**config.mk**
```make
export PLATFORM = sky130hd
export DESIGN_NAME = jstk_spi_responder_flat
export DESIGN_NICKNAME = d
export VERILOG_FILES = /design/src/rtl/jstk_spi_responder_if.sv /design/src/rtl/jstk_spi_responder.sv /design/src/flat_wrapper.sv
export SDC_FILE = /design/constraint.sdc
export NUM_CORES = 1
export LEC_CHECK = 0
export BUFFER_PORTS_ARGS = -buffer_cell sky130_fd_sc_hd__buf_2
export CORE_ASPECT_RATIO = 2
export CORE_MARGIN = 8
export CORE_UTILIZATION = 40
export CTS_CLUSTER_SIZE = 8
export DETAILED_ROUTE_END_ITERATION = 8
export GPL_TIMING_DRIVEN = 0
export SLEW_MARGIN = 20
export SYNTH_ARGS = -nofsm -noshare
export SYNTH_HDL_FRONTEND = slang
export SYNTH_SLANG_ARGS = --single-unit
```
**constraint.sdc**
```tcl
create_clock -name clk -period 2.4 [get_ports clk]
set_input_delay 0.36 -clock clk [delete_from_list [all_inputs] [get_ports clk]]
set_output_delay 0.36 -clock clk [all_outputs]
set_load 0.03 [all_outputs]
```
**src/rtl/jstk_spi_responder_if.sv**
```systemverilog
// SPI pin bundle between a PmodJSTK-style master and the joystick responder.
// The master drives mode-0 sclk/ss/mosi, and the slave returns miso plus a tristate enable.
`timescale 1ns/1ps
interface jstk_spi_responder_if;
    logic sclk;
    logic ss;
    logic mosi;
    logic miso;
    logic miso_oe;

    modport master (output sclk, output ss, output mosi, input miso, input miso_oe);
    modport slave  (input sclk, input ss, input mosi, output miso, output miso_oe);
endinterface

```
**src/rtl/jstk_spi_responder.sv**
```systemverilog
// PmodJSTK emulator: answers 5-byte mode-0 SPI frames with an X/Y/button snapshot
// and takes the LED bits from a valid first command byte.
`timescale 1ns/1ps
module jstk_spi_responder #(
    parameter int unsigned SYNC_STAGES = 2
) (
    input  logic                       clk,
    input  logic                       rst,
    jstk_spi_responder_if.slave        spi,
    input  logic [9:0]                 x_pos,
    input  logic [9:0]                 y_pos,
    input  logic [2:0]                 buttons,
    output logic [1:0]                 led,
    output logic                       frame_done,
    output logic                       frame_abort
);
    typedef enum logic [1:0] {S_IDLE, S_SHIFT, S_DONE} state_e;

    state_e                 state_q, state_d;
    logic [SYNC_STAGES-1:0] sclk_sync_q, ss_sync_q, mosi_sync_q;
    logic                   sclk_prev_q, ss_prev_q;
    logic                   sclk_s, ss_s, mosi_s;
    logic                   sclk_rise, sclk_fall, ss_rise, ss_fall;
    logic [39:0]            snapshot;
    logic [39:0]            tx_q, tx_d;
    logic [7:0]             rx_q, rx_d;
    logic [5:0]             cnt_q, cnt_d;
    logic                   pend_q, pend_d;
    logic                   miso_q, miso_d, oe_q, oe_d;
    logic [1:0]             led_q, led_d;
    logic                   done_q, done_d, abort_q, abort_d;

    assign sclk_s    = sclk_sync_q[SYNC_STAGES-1];
    assign ss_s      = ss_sync_q[SYNC_STAGES-1];
    assign mosi_s    = mosi_sync_q[SYNC_STAGES-1];
    assign sclk_rise = sclk_s & ~sclk_prev_q;
    assign sclk_fall = ~sclk_s & sclk_prev_q;
    assign ss_rise   = ss_s & ~ss_prev_q;
    assign ss_fall   = ~ss_s & ss_prev_q;

    assign snapshot = {x_pos[7:0], 6'b0, x_pos[9:8], y_pos[7:0], 6'b0, y_pos[9:8], 5'b0, buttons};

    assign spi.miso    = miso_q;
    assign spi.miso_oe = oe_q;
    assign led         = led_q;
    assign frame_done  = done_q;
    assign frame_abort = abort_q;

    // ss chain resets low so an ss held low across reset release never looks like a fall
    always_ff @(posedge clk or posedge rst) begin
        if (rst) begin
            sclk_sync_q <= '0;
            ss_sync_q   <= '0;
            mosi_sync_q <= '0;
            sclk_prev_q <= 1'b0;
            ss_prev_q   <= 1'b0;
            state_q     <= S_IDLE;
            tx_q        <= '0;
            rx_q        <= '0;
            cnt_q       <= '0;
            pend_q      <= 1'b0;
            miso_q      <= 1'b0;
            oe_q        <= 1'b0;
            led_q       <= '0;
            done_q      <= 1'b0;
            abort_q     <= 1'b0;
        end else begin
            sclk_sync_q <= {sclk_sync_q[SYNC_STAGES-2:0], spi.sclk};
            ss_sync_q   <= {ss_sync_q[SYNC_STAGES-2:0], spi.ss};
            mosi_sync_q <= {mosi_sync_q[SYNC_STAGES-2:0], spi.mosi};
            sclk_prev_q <= sclk_s;
            ss_prev_q   <= ss_s;
            state_q     <= state_d;
            tx_q        <= tx_d;
            rx_q        <= rx_d;
            cnt_q       <= cnt_d;
            pend_q      <= pend_d;
            miso_q      <= miso_d;
            oe_q        <= oe_d;
            led_q       <= led_d;
            done_q      <= done_d;
            abort_q     <= abort_d;
        end
    end

    always_comb begin
        state_d = state_q;
        tx_d    = tx_q;
        rx_d    = rx_q;
        cnt_d   = cnt_q;
        pend_d  = pend_q;
        miso_d  = miso_q;
        oe_d    = oe_q;
        led_d   = led_q;
        done_d  = 1'b0;
        abort_d = 1'b0;
        unique case (state_q)
            S_IDLE: begin
                miso_d = 1'b0;
                oe_d   = 1'b0;
                if (ss_fall || (pend_q && !ss_s)) begin
                    pend_d  = 1'b0;
                    state_d = S_SHIFT;
                    tx_d    = snapshot;
                    miso_d  = snapshot[39];
                    oe_d    = 1'b1;
                    cnt_d   = '0;
                    rx_d    = '0;
                end else begin
                    pend_d = 1'b0;
                end
            end
            S_SHIFT: begin
                if (ss_rise) begin
                    state_d = S_DONE;
                    oe_d    = 1'b0;
                    miso_d  = 1'b0;
                end else begin
                    if (sclk_rise) begin
                        rx_d = {rx_q[6:0], mosi_s};
                        if (cnt_q != 6'd40) cnt_d = cnt_q + 6'd1;
                        // Only the first byte can carry a command; 0b100000xy selects the LEDs
                        if (cnt_q == 6'd7 && rx_d[7:2] == 6'b100000) led_d = rx_d[1:0];
                    end
                    if (sclk_fall) begin
                        tx_d   = {tx_q[38:0], 1'b0};
                        miso_d = tx_q[38];
                    end
                end
            end
            S_DONE: begin
                done_d  = (cnt_q >= 6'd40);
                abort_d = (cnt_q < 6'd40);
                state_d = S_IDLE;
                pend_d  = ss_fall;
            end
            default: state_d = S_IDLE;
        endcase
    end
endmodule

```
**src/flat_wrapper.sv**
```systemverilog
// flat-port wrapper written by rule: the top's interface ports become plain ports
module jstk_spi_responder_flat 
#(
    parameter int unsigned SYNC_STAGES = 2
)
  (clk, rst, x_pos, y_pos, buttons, led, frame_done, frame_abort, spi_sclk, spi_ss, spi_mosi, spi_miso, spi_miso_oe);
  jstk_spi_responder_if spi_i ();
  input  logic clk;
  input  logic rst;
  input  logic [9:0] x_pos;
  input  logic [9:0] y_pos;
  input  logic [2:0] buttons;
  output logic [1:0] led;
  output logic frame_done;
  output logic frame_abort;
  input wire logic [$bits(spi_i.sclk)-1:0] spi_sclk;
  input wire logic [$bits(spi_i.ss)-1:0] spi_ss;
  input wire logic [$bits(spi_i.mosi)-1:0] spi_mosi;
  output wire logic [$bits(spi_i.miso)-1:0] spi_miso;
  output wire logic [$bits(spi_i.miso_oe)-1:0] spi_miso_oe;
  assign spi_i.sclk = spi_sclk;
  assign spi_i.ss = spi_ss;
  assign spi_i.mosi = spi_mosi;
  assign spi_miso = spi_i.miso;
  assign spi_miso_oe = spi_i.miso_oe;
  jstk_spi_responder #(.SYNC_STAGES(SYNC_STAGES)) u_core (.clk(clk), .rst(rst), .spi(spi_i), .x_pos(x_pos), .y_pos(y_pos), .buttons(buttons), .led(led), .frame_done(frame_done), .frame_abort(frame_abort));
endmodule
```
==> parameters.txt, run 1 <==
Parameter                              Value

Timing
  Share of the clock period used by the worst path after layout    0.7367
  Setup repair after global routing missed its margin    no
  Final number of setup-violating endpoints    0
  Worst slew pin tran    0.4569 ns
  Final setup margin    0.6320 ns
  Peak clock frequency supported by timing    565.6 MHz
  Setup clock skew after layout    0.002272 ns
  Pins Over Slew Limit    0
  Tightest hold margin    0.1314 ns
  Relative slew slack    0.6943
  Tmin final    1.768 ns
  Final Hold Viols    0

GRT
  Tot GR Track Use    0.1297
  Vias in the first global route    2360
  Maximum number of pins on one net before global-route repair    55
  GRT overflow    0
  Global-route wire length before repair    10940 µm
  Number of antenna violations at the first check in global routing    0

Place
  Port bufs    33
  Worst Setup Slack post-DPL    0.5924 ns
  Sum of net half-perimeters after detailed placement    4632 µm
  Placer congestion estimate    0.7488

Logic synthesis
  Synthesized area per cell    10.33 µm²
  Proportion of synthesized chip area in sequential cells    0.5784
  Number of standard cells after synthesis    289
  Synth async-reset ratio    1.000
  Number of synthesized register bits    69
  Mapped cell area    2985 µm²
  EDFF count, synth    0
  Mapped Nets    319
  Post-synth cell types    35
  Yosys warning total    0
  Post-synth top flop    sky130_fd_sc_hd__dfrtp_1

Clock network
  Number of levels in the clock H-tree    3
  Maximum buffer depth of the clock tree    2
  Clk sinks    69
  CTS tree    yes
  Gates resized, CTS repair    0
  Source-to-sink clock delay at the later pin of the worst-skew pair    0.33 ns
  Clock slew at the register clock pins of the worst setup and hold paths    0.05 ns
  Cell at the root of the clock tree    sky130_fd_sc_hd__clkbuf_16
  Setup bufs post-CTS    0
  Hold-fix buffers, CTS    1
  Number of buffers inserted during clock tree synthesis    9

Critical path
  WP data required    2.62 ns
  Register-to-Register Path Depth    5
  Reg-to-reg slack, setup    0.63 ns
  CP Class    flop to flop
  Startpoint of the worst-slack reg-to-reg timing path    u_core.cnt_q[0]$_DFFE_PP0P_
  Endpoint of the worst-slack reg-to-reg timing path    u_core.led[0]$_DFFE_PP0P_
  Kind of end point of the critical path    flop
  Kind of start point of the critical path    flop
  Maximum fanout encountered on the critical timing path    5
  Worst endpoint data arrival time    1.98 ns

Final layout
  Final net count    365
  Diode count    0
  Syn-to-layout area delta    19.66%
  Fraction of layout instances using a drive strength above 1    0.1982

Route
  Via count    2184
  Final routed DRC violation total    0
  Wire length reported by the detailed router    6339 µm
  Wire per inst    14.74 µm
  Mean number of vias per cell    5.079
  1st-iter DRT viols    101
  Final antenna-violating net count    0
  Detailed-routing iteration count for the pre-antenna-repair pass    6

Pwr
  Power density over the cells    994.6 nW/µm²
  Peak VDD IR    0.5204 mV
  Leakage    1.676 nW

Die
  Num ports    34
  Horizontal extent of the die    77.09 µm
  Full die area    10650 µm²
  Area of the placeable core    7267 µm²
  Die Ht    138.2 µm
  Rows    44
  Initial cell density of the core    0.4108

Flow run
  Maximum capacitance violations    0

Min path
  Beginning of the worst hold path    spi_mosi
  Instance count along the most critical hold path    1
  Endpoint, Worst Hold    u_core.mosi_sync_q[0]$_DFF_PP0_
  Hold WC Path Type    input pin to flop

Outcome
  Result of the run    finished clean
-- cell usage in the layout, fill, tap and decap left out, types with 5 or more instances in the layout --
| cell | instances |
|---|---|
| sky130_fd_sc_hd__buf_2 | 37 |
| sky130_fd_sc_hd__dfrtp_1 | 69 |
| sky130_fd_sc_hd__o21ai_1 | 10 |
| sky130_fd_sc_hd__nand2_1 | 74 |
| sky130_fd_sc_hd__nor2_1 | 9 |
| sky130_fd_sc_hd__o21ai_0 | 47 |
| sky130_fd_sc_hd__nand2b_1 | 6 |
| sky130_fd_sc_hd__clkbuf_16 | 9 |
| sky130_fd_sc_hd__nor2b_1 | 5 |
| sky130_fd_sc_hd__mux2i_1 | 21 |
| sky130_fd_sc_hd__buf_6 | 5 |
-- worst max-delay path, stage by stage, from the launching register on --
cell and delay (ns):
sky130_fd_sc_hd__dfrtp_1 0.39, sky130_fd_sc_hd__ha_1 0.20, sky130_fd_sc_hd__nand3b_1 0.09, sky130_fd_sc_hd__or3_1 0.36, sky130_fd_sc_hd__nor2_1 0.24, sky130_fd_sc_hd__mux2_2 0.36
-- how the worst max path moves through the flow --
stage | from | endpoint | slack [ns]
2_1_floorplan | rst | u_core.cnt_q[0]$_DFFE_PP0P_ | 0.30
3_3_place_gp | rst | u_core.tx_q[24]$_DFFE_PP0P_ | -0.57
3_5_place_dp | u_core.cnt_q[0]$_DFFE_PP0P_ | u_core.led[0]$_DFFE_PP0P_ | 0.59
4_1_cts | u_core.cnt_q[0]$_DFFE_PP0P_ | u_core.led[0]$_DFFE_PP0P_ | 0.59
5_1_grt | u_core.cnt_q[0]$_DFFE_PP0P_ | u_core.led[0]$_DFFE_PP0P_ | 0.51
6_report | u_core.cnt_q[0]$_DFFE_PP0P_ | u_core.led[0]$_DFFE_PP0P_ | 0.63
-- per-layer routing --
layer  wire, µm  track usage  part of all wire
met5          0            0                 0
met3        133      0.02727             0.021
met2       3598       0.2350              0.57
met1       2395       0.1250              0.38
met4        212      0.09118             0.033
-- layout make-up --
cell class              count  area [µm²]
clock inverters             2       10.01
well taps                  92       115.1
repair buffers             35       202.7
inverters                   4       17.52
flip-flops and latches     69        1727
plain buffers              16       113.9
clock buffers              12       256.5
fillers                   730        3695
multi-input cells         200        1130
-- report_power, final --
part | total (mW) | internal, mW | switching (mW)
registers | 1.58 | 1.43 | 0.151
clock network | 1.19 | 0.739 | 0.449
logic | 0.782 | 0.322 | 0.460
-- cells by family (layout without fill, tap and decap cells) --
group           Yosys count  count (layout)  synth area share
compound gates           67              67            0.1316
xor+xnor                  1               1          0.002934
fa+ha+maj                 2               2          0.008381
buf+inv                  20              69           0.04316
flops                    69              69            0.5784
mux                      23              23           0.07795
simple gates            107             107            0.1576
-- Yosys cell counts (2+ instances only) --
cell type	n	area, µm²
sky130_fd_sc_hd__dfrtp_1	69	1727
sky130_fd_sc_hd__nand4b_1	2	17.52
sky130_fd_sc_hd__o21ai_1	10	50.05
sky130_fd_sc_hd__nor4_1	2	12.51
sky130_fd_sc_hd__or3_1	2	12.51
sky130_fd_sc_hd__clkbuf_1	2	7.510
sky130_fd_sc_hd__clkbuf_2	3	15.01
sky130_fd_sc_hd__buf_2	4	20.02
sky130_fd_sc_hd__o22a_1	2	17.52
sky130_fd_sc_hd__inv_1	4	15.01
sky130_fd_sc_hd__nand2b_1	6	37.54
sky130_fd_sc_hd__nand2_1	74	277.8
sky130_fd_sc_hd__buf_6	5	56.30
sky130_fd_sc_hd__o21ai_0	47	235.2
sky130_fd_sc_hd__mux2_2	2	22.52
sky130_fd_sc_hd__buf_4	2	15.01
sky130_fd_sc_hd__ha_1	2	25.02
sky130_fd_sc_hd__nor2b_1	5	31.28
sky130_fd_sc_hd__mux2i_1	21	210.2
sky130_fd_sc_hd__nor2_1	9	33.78
sky130_fd_sc_hd__nand3b_1	2	15.01
-- state kept, by name, indices dropped and copies added, names as in the netlist --
register,cells
u_core.tx_q,39
u_core.frame_abort,1
u_core.sclk_sync_q,2
u_core.frame_done,1
u_core.rx_q,7
u_core.spi.miso,1
u_core.led,2
u_core.state_q,2
u_core.ss_prev_q,1
u_core.pend_q,1
u_core.mosi_sync_q,2
u_core.spi.miso_oe,1
u_core.ss_sync_q,2
u_core.sclk_prev_q,1
u_core.cnt_q,6
-- metrics by stage --
step / TNS, ns / power [mW] / cells / utilization / area, µm²
finish: 0 / 3.553 / 430 / 0.4916 / 3572
floorplan: 0 / 2.162 / 289 / - / 2985
CTS: 0 / 3.603 / 430 / 0.4916 / 3572
global route: 0 / 3.781 / 430 / 0.4916 / 3572
detailed placement: 0 / 2.402 / 415 / 0.4535 / 3296
global placement: -38.61 / 2.368 / 414 / 0.4494 / 3266
(Power assumes the default switching activity.)
==> run 2: changes to the inputs <==
==> constraint.sdc (replaced) <==
create_clock -name clk -period 1.5 [get_ports clk]
set_input_delay 0.225 -clock clk [delete_from_list [all_inputs] [get_ports clk]]
set_output_delay 0.225 -clock clk [all_outputs]
set_load 0.03 [all_outputs]
==> run 2 against run 1 <==
Compared with the run above:
- the run now ends with setup timing left
- power is 95% higher
- combinational power rose to 2.8 times the previous value
- clock skew up 0.0042 ns
- design area is 23% higher
- register-to-register slack got worse by 0.76 ns
- cell count increased by 7.4%
- sequential cell count did not move
- critical path depth unchanged
- wire length up 25%
==> parameters.txt, run 2 (same netlist as run 1, synthesis figures left out) <==
Parameter                              Value

Outcome
  Result of the run    complete, but fails checks
  Violated checks    setup timing

Timing
  Peak clock frequency supported by timing    613.5 MHz
  Share of the clock period used by the worst path after layout    1.087
  Relative slew slack    0.7045
  Pins Over Slew Limit    0
  Worst slew pin tran    0.4424 ns
  Setup clock skew after layout    0.006455 ns
  Setup repair after global routing missed its margin    yes
  Final Hold Viols    0
  Tightest hold margin    0.1325 ns
  Final setup margin    -0.1301 ns
  Tmin final    1.630 ns
  Final sum of negative setup slack    -0.5073 ns
  Final number of setup-violating endpoints    16

GRT
  Maximum number of pins on one net before global-route repair    33
  GRT overflow    0
  Tot GR Track Use    0.1461
  Vias in the first global route    2543
  Global-route wire length before repair    12210 µm
  Number of antenna violations at the first check in global routing    0

Clock network
  Clk sinks    69
  Number of levels in the clock H-tree    3
  Clock slew at the register clock pins of the worst setup and hold paths    0.06 ns
  Maximum buffer depth of the clock tree    2
  CTS tree    yes
  Cell at the root of the clock tree    sky130_fd_sc_hd__clkbuf_16
  Source-to-sink clock delay at the later pin of the worst-skew pair    0.34 ns
  Number of buffers inserted during clock tree synthesis    9

Critical path
  CP Class    flop to flop
  Maximum fanout encountered on the critical timing path    4
  CP cell instances    ha_1 > nand3b_1 > or3_4 > nor2_4 > mux2_2
  Critical path destination    u_core.led[0]$_DFFE_PP0P_
  Worst stage delay on the critical path    0.39 ns
  Kind of end point of the critical path    flop
  Endpoint of the worst-slack reg-to-reg timing path    u_core.led[0]$_DFFE_PP0P_
  Startpoint of the worst-slack reg-to-reg timing path    u_core.cnt_q[1]$_DFFE_PP0P_
  Slowest stage cell on the critical path    sky130_fd_sc_hd__dfrtp_1
  Origin of the worst setup path    u_core.cnt_q[1]$_DFFE_PP0P_
  Reg-to-reg slack, setup    -0.13 ns
  Kind of start point of the critical path    flop
  WP data required    1.72 ns
  Worst endpoint data arrival time    1.85 ns
  Register-to-Register Path Depth    5

Die
  Num ports    34
  Horizontal extent of the die    77.09 µm
  Initial cell density of the core    0.4108
  Rows    44
  Area of the placeable core    7267 µm²
  Die Ht    138.2 µm
  Full die area    10650 µm²

Route
  1st-iter DRT viols    177
  Via count    2418
  Final routed DRC violation total    0
  Wire per inst    17.09 µm
  Wire length reported by the detailed router    7897 µm
  Final antenna-violating net count    0
  Detailed-routing iteration count for the pre-antenna-repair pass    5
  Mean number of vias per cell    5.234

Pwr
  Leakage    2.023 nW
  Peak VDD IR    1.037 mV
  Total Power    6.938 mW
  Power density over the cells    1582 nW/µm²

Place
  Sum of net half-perimeters after detailed placement    4696 µm
  Area after DPL    3327 µm²
  Placer congestion estimate    0.7458
  Port bufs    33
  Cell count after placement    416
  Worst Setup Slack post-DPL    -0.2267 ns

Final layout
  Largest register by flop count    u_core.tx_q
  Most frequent cells in the layout    sky130_fd_sc_hd__dfrtp_1, sky130_fd_sc_hd__nand2_1, sky130_fd_sc_hd__buf_2
  Registers with the most flip-flops    u_core.tx_q (39), u_core.rx_q (7), u_core.cnt_q (6)
  Final net count    395
  Fraction of layout instances using a drive strength above 1    0.4486
  Final non-filler cell area    4387 µm²
  Syn-to-layout area delta    46.94%
  Number of flip-flops under the largest register name    39
  Most common cell after layout, fill and taps aside    sky130_fd_sc_hd__dfrtp_1
  Final core occ    0.6037
  Diode count    0
  Post-route non-filler standard cell count    462

Min path
  Beginning of the worst hold path    buttons[0]
  Hold WC Path Type    input pin to flop

Flow run
  Maximum capacitance violations    0
## run 2: cell types whose count changed in the layout (fill, tap and decap cells not counted), sizes merged
| cell | previous run | this run |
|---|---|---|
| buf | 45 | 73 |
| bufinv | 0 | 1 |
| clkbuf | 17 | 14 |
| clkinvlp | 0 | 4 |
| dlygate4sd3 | 1 | 4 |
| inv | 4 | 3 |
## run 2: cell type report
| class | count | area [µm²] |
|---|---|---|
| fill | 596 | 2880 |
| sequential | 69 | 1729 |
| multi-input combinational | 200 | 1413 |
| timing repair buffer | 67 | 608.1 |
| clock buffer | 10 | 239.0 |
| buffer | 14 | 201.4 |
| tap | 92 | 115.1 |
| clock inverter | 6 | 62.56 |
| inverter | 4 | 18.77 |
## run 2: timing repair
item	4_1_cts	5_1_grt
gates cloned	5	3
hold buffers	4	0
hold endpoints to repair	18	0
setup endpoints to repair	54	54
gates resized for setup	68	99
pin swaps	13	37
setup buffers	19	4
## run 2: how the worst min path moves through the flow
| stage | end | slack [ns] | cells past startpoint |
|---|---|---|---|
| floorplan | u_core.mosi_sync_q[0]$_DFF_PP0_ | 0.26 | 0 |
| global placement | u_core.ss_sync_q[1]$_DFF_PP0_ | 0.33 | 0 |
| detailed placement | u_core.sclk_sync_q[0]$_DFF_PP0_ | 0.26 | 2 |
| CTS | u_core.tx_q[0]$_DFFE_PP0P_ | 0.12 | 2 |
| global route | u_core.tx_q[0]$_DFFE_PP0P_ | 0.15 | 2 |
| finish | u_core.tx_q[0]$_DFFE_PP0P_ | 0.13 | 2 |
## run 2: worst max-delay path, delay by kind of cell (launching register included)
family | cells | cell delay (ns)
DFF | 1 | 0.39
and+or+nand+nor | 3 | 0.60
adders and majority gates | 1 | 0.20
muxes | 1 | 0.34
## run 2: where the power goes
| group | switching (mW) | internal [mW] |
|---|---|---|
| sequential | 0.333 | 2.29 |
| clock | 0.801 | 1.32 |
| combinational | 1.07 | 1.11 |
| total | 2.21 | 4.73 |
## run 2: metal layers
layer / wire length, µm / track usage / vias to the layer above / share of wire
li1: - / - / 1138 / -
met1: 2802 / 0.1398 / 1218 / 0.35
met2: 4650 / 0.2665 / 48 / 0.59
met3: 208 / 0.02792 / 14 / 0.026
met4: 236 / 0.1052 / 0 / 0.030
met5: 0 / 0 / - / 0
